--- config.mk ---
export PLATFORM = sky130hd
export DESIGN_NAME = chunked_adder
export DESIGN_NICKNAME = d
export VERILOG_FILES = /design/src/rtl/chunked_adder.sv
export SDC_FILE = /design/constraint.sdc
export NUM_CORES = 1
export LEC_CHECK = 0
export BUFFER_PORTS_ARGS = -buffer_cell sky130_fd_sc_hd__buf_2
export CORE_ASPECT_RATIO = 2
export CORE_MARGIN = 10
export CORE_UTILIZATION = 50
export CTS_BUF_LIST = sky130_fd_sc_hd__clkbuf_16
export DETAILED_ROUTE_END_ITERATION = 8
export PLACE_DENSITY = 0.76
export SYNTH_ARGS = -nofsm -noshare
export SYNTH_HDL_FRONTEND = slang
export SYNTH_SLANG_ARGS = --single-unit
--- constraint.sdc ---
create_clock -name Clk -period 2 [get_ports Clk]
set_input_delay 0.6 -clock Clk [delete_from_list [all_inputs] [get_ports Clk]]
set_output_delay 0.6 -clock Clk [all_outputs]
set_load 0.02 [all_outputs]
--- src/rtl/chunked_adder.sv ---
// chunked_adder: multi-cycle adder/subtractor that processes CHUNK bits per
// clock, LSB slice first, with a registered carry between slices.
//
// Handshake: start is sampled on a rising edge while the block is not busy
// (IDLE or DONE); the operands are captured on that edge. busy is high while
// slices are being added, and done pulses for exactly one cycle when Sum, CO
// and OV have been loaded. start while busy is ignored. Sum, CO and OV hold
// their value between done pulses.
module chunked_adder #(
    parameter int WIDTH = 16,
    parameter int CHUNK = 4
) (
    input  logic             Clk,
    input  logic             Reset_n,
    input  logic             start,
    input  logic             sub,
    input  logic             cin,
    input  logic [WIDTH-1:0] A,
    input  logic [WIDTH-1:0] B,
    output logic             busy,
    output logic             done,
    output logic [WIDTH-1:0] Sum,
    output logic             CO,
    output logic             OV,
    output logic [1:0]       fsm_state
);

    localparam int NCHUNK = WIDTH / CHUNK;
    localparam int CW     = (NCHUNK > 1) ? $clog2(NCHUNK) : 1;

    typedef enum logic [1:0] {
        IDLE = 2'd0,
        RUN  = 2'd1,
        DONE = 2'd2
    } state_t;

    state_t state;
    state_t state_next;

    // Operand shift registers: the slice being added is always the low CHUNK bits.
    logic [WIDTH-1:0] a_reg;
    logic [WIDTH-1:0] b_reg;
    logic [WIDTH-1:0] acc;
    logic             carry;
    logic [CW-1:0]    cnt;

    logic [CHUNK-1:0]       slice_sum;
    logic                   slice_cout;
    logic                   slice_cmsb;
    logic                   last_slice;
    logic                   capture;
    logic [WIDTH+CHUNK-1:0] acc_cat;
    logic [WIDTH-1:0]       acc_next;

    assign last_slice = (cnt == CW'(NCHUNK - 1));
    assign capture    = start && (state != RUN);

    // New slice sums enter at the top of the accumulator and shift down, so
    // after NCHUNK slices the LSB slice has reached bit 0.
    assign acc_cat  = {slice_sum, acc};
    assign acc_next = acc_cat[WIDTH+CHUNK-1:CHUNK];

    // Ripple of CHUNK full-adder cells over the current slice; also keeps the
    // carry into the top cell, which becomes the carry into the MSB on the last slice.
    always_comb begin
        logic c;
        c          = carry;
        slice_sum  = '0;
        slice_cmsb = 1'b0;
        for (int i = 0; i < CHUNK; i++) begin
            if (i == CHUNK - 1) slice_cmsb = c;
            slice_sum[i] = a_reg[i] ^ b_reg[i] ^ c;
            c            = (a_reg[i] & b_reg[i]) | (c & (a_reg[i] ^ b_reg[i]));
        end
        slice_cout = c;
    end

    // State register.
    always_ff @(posedge Clk or negedge Reset_n) begin
        if (!Reset_n) state <= IDLE;
        else          state <= state_next;
    end

    // Next-state logic.
    always_comb begin
        state_next = state;
        case (state)
            IDLE:    if (start) state_next = RUN;
            RUN:     if (last_slice) state_next = DONE;
            DONE:    state_next = start ? RUN : IDLE;
            default: state_next = IDLE;
        endcase
    end

    // Status outputs decoded from the state.
    always_comb begin
        busy      = (state == RUN);
        done      = (state == DONE);
        fsm_state = state;
    end

    // Operand capture and per-slice datapath update.
    always_ff @(posedge Clk or negedge Reset_n) begin
        if (!Reset_n) begin
            a_reg <= '0;
            b_reg <= '0;
            carry <= 1'b0;
            cnt   <= '0;
            acc   <= '0;
        end else if (capture) begin
            a_reg <= A;
            b_reg <= sub ? ~B : B;
            carry <= sub ? 1'b1 : cin;
            cnt   <= '0;
            acc   <= '0;
        end else if (state == RUN) begin
            a_reg <= a_reg >> CHUNK;
            b_reg <= b_reg >> CHUNK;
            carry <= slice_cout;
            acc   <= acc_next;
            cnt   <= cnt + CW'(1);
        end
    end

    // Result registers: loaded only on the edge that finishes the last slice.
    always_ff @(posedge Clk or negedge Reset_n) begin
        if (!Reset_n) begin
            Sum <= '0;
            CO  <= 1'b0;
            OV  <= 1'b0;
        end else if (state == RUN && last_slice) begin
            Sum <= acc_next;
            CO  <= slice_cout;
            OV  <= slice_cmsb ^ slice_cout;
        end
    end

endmodule

=== Yosys cells after proc, flatten, opt, wreduce, memory -nomap -nowiden ===
Index checks and enable logic that the tools add are counted.

* Bits in registers: 71
* Bits of input ports: 37
* Output and inout port bits: 22

* $add $sub $neg: 1
* Equality and inequality tests: 6
* Mux-type cells: 16
* Bitwise gates (word level): 22
* Reduce and logical (&&, ||, !) cells: 5

{| class="wikitable"
|+ Operators by type and width
! cell !! number
|-
| $mux W16 || 7
|-
| $not A16 Y16 || 1
|-
| $xor A1 B1 Y1 || 9
|-
| $and A1 B1 Y1 || 8
|-
| $mux W2 || 4
|-
| $pmux W2 S3 || 1
|-
| $eq A2 B2 Y1 const B || 2
|-
| $mux W1 || 4
|-
| $ne A2 B1 Y1 const B || 2
|-
| $or A1 B1 Y1 || 4
|-
| $add A2 B1 Y2 const B || 1
|-
| $eq A2 B1 Y1 const B || 1
|-
| $logic_and A1 B1 Y1 || 2
|-
| $logic_not A2 Y1 || 1
|-
| $ne A2 B2 Y1 const B || 1
|-
| $reduce_and A2 Y1 || 1
|-
| $reduce_bool A2 Y1 || 1
|}

=== Logic depth before layout (Yosys ltp) ===
* Depth in word-level cells: 11
* Gate-level depth with buffers: 7
* Depth with buffers taken out: 7

=== Worst setup path after synthesis ===
OpenSTA, ideal clock, no wires.

* Path kind: flip-flop to flip-flop
* Start point: register a_reg[0]
* End point: register Sum[15]
* Library setup time: 83 ps
* Arrival: 1996 ps
* Slack: -79 ps
* Cell stages (with the launch flop): 7
* Cell sequence: dfrtp_1 fa_1 fa_1 inv_1 fa_1 fa_1 o21ai_0

* Cells in the longest elaborated chain, start to end: 8
* Elaborated cells between the ends (all ways): 9
* Those cells by class: bitwise: 9

{| class="wikitable"
|+ Ends and longest elaborated chain
! element !! RTL line !! RTL
|-
| from (decl) || 41 || <nowiki>logic [WIDTH-1:0] a_reg;</nowiki>
|-
| from (signal assigned) || 117 || <nowiki>a_reg <= a_reg >> CHUNK;</nowiki>
|-
| $xor A1 B1 Y1 || 73 || <nowiki>c = (a_reg[i] & b_reg[i]) | (c & (a_reg[i] ^ b_reg[i]));</nowiki>
|-
| $and A1 B1 Y1 || 73 ||
|-
| $or A1 B1 Y1 * || 73 ||
|-
| $and A1 B1 Y1 * || 73 ||
|-
| $or A1 B1 Y1 * || 73 ||
|-
| $and A1 B1 Y1 * || 73 ||
|-
| $or A1 B1 Y1 * || 73 ||
|-
| $xor A1 B1 Y1 * || 72 || <nowiki>slice_sum[i] = a_reg[i] ^ b_reg[i] ^ c;</nowiki>
|-
| to (signal assigned) || 132 || <nowiki>Sum <= acc_next;</nowiki>
|-
| to (decl) || 22 || <nowiki>output logic [WIDTH-1:0] Sum,</nowiki>
|}

Mark *: on every way between the ends. The rest lies on a longest branch, timed or not.
A chain may end at the register's enable or synchronous reset.

=== Worst setup path in the final report ===
* Start point: register carry
* End point: register Sum[15]

* Cells in the longest elaborated chain, start to end: 7

{| class="wikitable"
|+ Ends and longest elaborated chain
! element !! RTL line !! RTL
|-
| from (decl) || 44 || <nowiki>logic carry;</nowiki>
|-
| from (signal assigned) || 113 || <nowiki>carry <= sub ? 1'b1 : cin;</nowiki>
|-
| from (signal assigned) || 119 || <nowiki>carry <= slice_cout;</nowiki>
|-
| $and A1 B1 Y1 || 73 ||
|-
| $or A1 B1 Y1 || 73 ||
|-
| $and A1 B1 Y1 || 73 ||
|-
| $or A1 B1 Y1 || 73 ||
|-
| $and A1 B1 Y1 || 73 ||
|-
| $or A1 B1 Y1 || 73 ||
|-
| $xor A1 B1 Y1 || 72 ||
|}

Every way passes these cells.

==> flow_metrics.py <==
metrics = {
    "setup_path": {
        "cp_max_fo": 2,
        "path_class": "flip-flop to flip-flop",
        "crit_chain": "fa_2 -> fa_2 -> inv_2 -> fa_2 -> fa_1 -> o21ai_1",
        "reg2reg_to": "Sum[15]$_DFFE_PN0P_",
        "cp-start-kind": "flip-flop",
        "rrSetupSlack_ns": -0.08,
        "cp_slowest_cell": "fa_1",
        "worstPathArrival_ns": 2.32,
        "reg2reg_depth": 6,
        "path_common_cell": "fa_2",
        "max_stage_delay_ns": 0.44,
        "end_kind": "flip-flop",
        "crit_required_ns": 2.24,
        "r2r_start": "carry$_DFFE_PN0P_",
    },
    "route": {
        "vias_per_cell": 4.97,
        "routed_wl_um": 6350,
        "vias": 2082,
        "drtAntennaViolNets": 0,
        "drc": 0,
        "avgRoutedWirePerCell_um": 15.2,
        "drt_iter0_drc": 154,
        "drtPass1Iterations": 5,
    },
    "die": {
        "start_util_pct": 51.5,
        "die_h_um": 132,
        "dieWidth_um": 75.8,
        "core_area_mm2": 0.00606,
        "rows": 40,
        "dieArea_mm2": 0.00998,
        "io_pins": 59,
    },
    "power_and_ir_drop": {
        "irDropWorstVdd_mv": 1.03,
        "p_total_uw": 5750,
        "power_density_mw_per_mm2": 1550,
        "p_leak_uw": 0.00188,
    },
    "timing": {
        "fin_ws_ns": -0.0808,
        "fin_crit_sh_pct": 104,
        "grt_setup_unrepaired": "yes",
        "hold_violations": 0,
        "max_freq_ghz": 0.481,
        "skew_ns": 0.00669,
        "slew_headroom_pct": 70.3,
        "slew_viol_final": 0,
        "period_minus_slack_ns": 2.08,
        "setup_violations": 3,
        "tns_ns": -0.153,
        "worst_pin_slew_ns": 0.445,
    },
    "synthesis": {
        "synth.yosys.seq_area_share_pct": 53.8,
        "async_flop_share_pct": 100,
        "ys_seq_elements": 67,
        "synth_most_common_cell": "dfrtp_1",
        "syn-instance-count": 271,
        "synth_common_cells": "67 x dfrtp_1, 50 x nand2_1, 32 x o21ai_0, 28 x mux2i_1, 15 x o21ai_1",
        "yosys_warnings": 0,
        "netlist_top_cells_area": "dfrtp_1 54%, mux2i_1 9.0%, nand2_1 6.0%, mux2_4 5.3%, o21ai_0 5.1%",
        "synth_ff_type": "dfrtp_1",
        "yosys.area.top_type": "dfrtp_1",
        "synthDominantCellAreaShare_pct": 53.8,
        "yosysUniqueCellTypes": 27,
        "syn_nets": 313,
        "synth_area_per_cell_um2": 11.5,
        "netlist_area_mm2": 0.00312,
        "synth-edff-count": 0,
    },
    "place": {
        "gp_congestion": 0.751,
        "pre_cts_ws_ns": -0.0839,
        "dp_cells": 403,
        "postPlaceCellArea_mm2": 0.00344,
        "dp_hpwl_um": 4580,
        "portBuffers": 58,
    },
    "finish": {
        "nets": 373,
        "syn_to_final_growth_pct": 18.7,
        "fin_cells": 419,
        "final_area_mm2": 0.00370,
        "antennaDiodeCount": 0,
        "drive_above_1_share_pct": 29.6,
    },
    "global_routing": {
        "grt_max_degree": 68,
        "grt_pass1_wl_um": 10800,
        "grtUsageTotal_pct": 13.9,
        "grt_overflow_total": 0,
        "antenna_found_initial": 0,
        "grt_pass1_vias": 2282,
    },
    "job": {
        "drv_cap": 0,
    },
    "hold_path": {
        "hold_class": "input pin to async pin",
    },
    "cts": {
        "h-tree-depth": 3,
        "cts-root-buf": "clkbuf_16",
        "numCtsBuffers": 9,
        "cts_sinks": 67,
        "clkLatencyLatePin_ns": 0.32,
        "cts_buffer_depth": 2,
        "tritoncts": "done",
        "clk_pin_slew_worst_paths_ns": 0.05,
    },
    "status": {
        "violations": "negative setup slack",
        "status": "complete, but fails checks",
    },
}
-- metal layers --
layer / part of all wire, % / up-vias / GRT usage [%]
met4: 1.6 / 0 / 5.93
met3: 5.2 / 10 / 3.92
met1: 40 / 1001 / 15.3
met2: 53 / 47 / 23.4
li1: - / 1024 / -
met5: 0 / - / 0
-- worst max path at each step --
| stage | from | endpoint | slack, ns | cells past startpoint |
|---|---|---|---|---|
| 5_1_grt | carry$_DFFE_PN0P_ | acc[15]$_DFFE_PN0P_ | -0.14 | 6 |
| 3_5_place_dp | carry$_DFFE_PN0P_ | acc[15]$_DFFE_PN0P_ | -0.08 | 6 |
| 4_1_cts | carry$_DFFE_PN0P_ | acc[15]$_DFFE_PN0P_ | -0.08 | 6 |
| 3_3_place_gp | carry$_DFFE_PN0P_ | Sum[15]$_DFFE_PN0P_ | -0.02 | 6 |
| 2_1_floorplan | carry$_DFFE_PN0P_ | Sum[15]$_DFFE_PN0P_ | 0.007 | 6 |
| 6_report | carry$_DFFE_PN0P_ | Sum[15]$_DFFE_PN0P_ | -0.08 | 6 |
-- cells by family (layout without fill, tap and decap cells) --
logic type	Yosys count	count (layout)	share of synthesized area [%]
AND/OR/NAND/NOR	61	61	8.31
flip-flops	67	67	53.8
buffers and inverters	26	90	6.18
adder cells (fa/ha/maj)	5	5	2.97
XOR/XNOR	17	17	4.78
AO/OA/AOI/OAI	53	53	8.59
multiplexers	42	42	15.4
-- placed cells by master (no fill, tap or decap), drive strengths merged --
cell,instances
nand2,50
and2b,1
o22ai,2
clkinv,5
nand3b,1
inv,9
o21ai,47
nor3,1
xor2,12
clkbuf,9
a21oi,4
mux2,14
nand3,3
fa,4
nor2,4
nand2b,1
mux2i,28
buf,67
xnor2,5
dfrtp,67
ha,1
-- power by group --
group	total, uW	switching (uW)	internal (uW)	leakage (uW)
clock network	1330	521	807	0.000129
logic	2120	1220	900	0.000889
registers	2300	354	1940	0.000858
-- per-stage QoR --
stage          hold WS (ns)  util, %
3_3_place_gp          0.451     56.8
4_1_cts               0.301     61.1
6_report              0.281     61.1
5_1_grt               0.310     61.1
3_5_place_dp          0.469     56.8
2_1_floorplan         0.304        -
-- critical path, delay by kind of cell (launching register included) --
| family | cells | cell delay, ns |
|---|---|---|
| AOI/OAI and AO/OA | 1 | 0.15 |
| adders and majority gates | 4 | 1.40 |
| DFF | 1 | 0.40 |
| buffers and inverters | 1 | 0.06 |
-- what timing repair did --
item / CTS / global route
buffers inserted: 1 / 0
hold buffers: 0 / 0
endpoints found under the setup margin: 3 / 5
pin swaps: 2 / 3
gates cloned: 0 / 0
gates resized for setup: 0 / 1
-- final cells by class --
type | count | area (um^2)
Timing Repair Buffer | 67 | 383
Sequential cell | 67 | 1680
Inverter | 8 | 30.0
Clock inverter | 6 | 25.0
Multi-Input combinational cell | 178 | 1250
Clock buffer | 9 | 225
Tap cell | 84 | 105
Fill cell | 516 | 2360
Power figures use the tool's default switching activity.
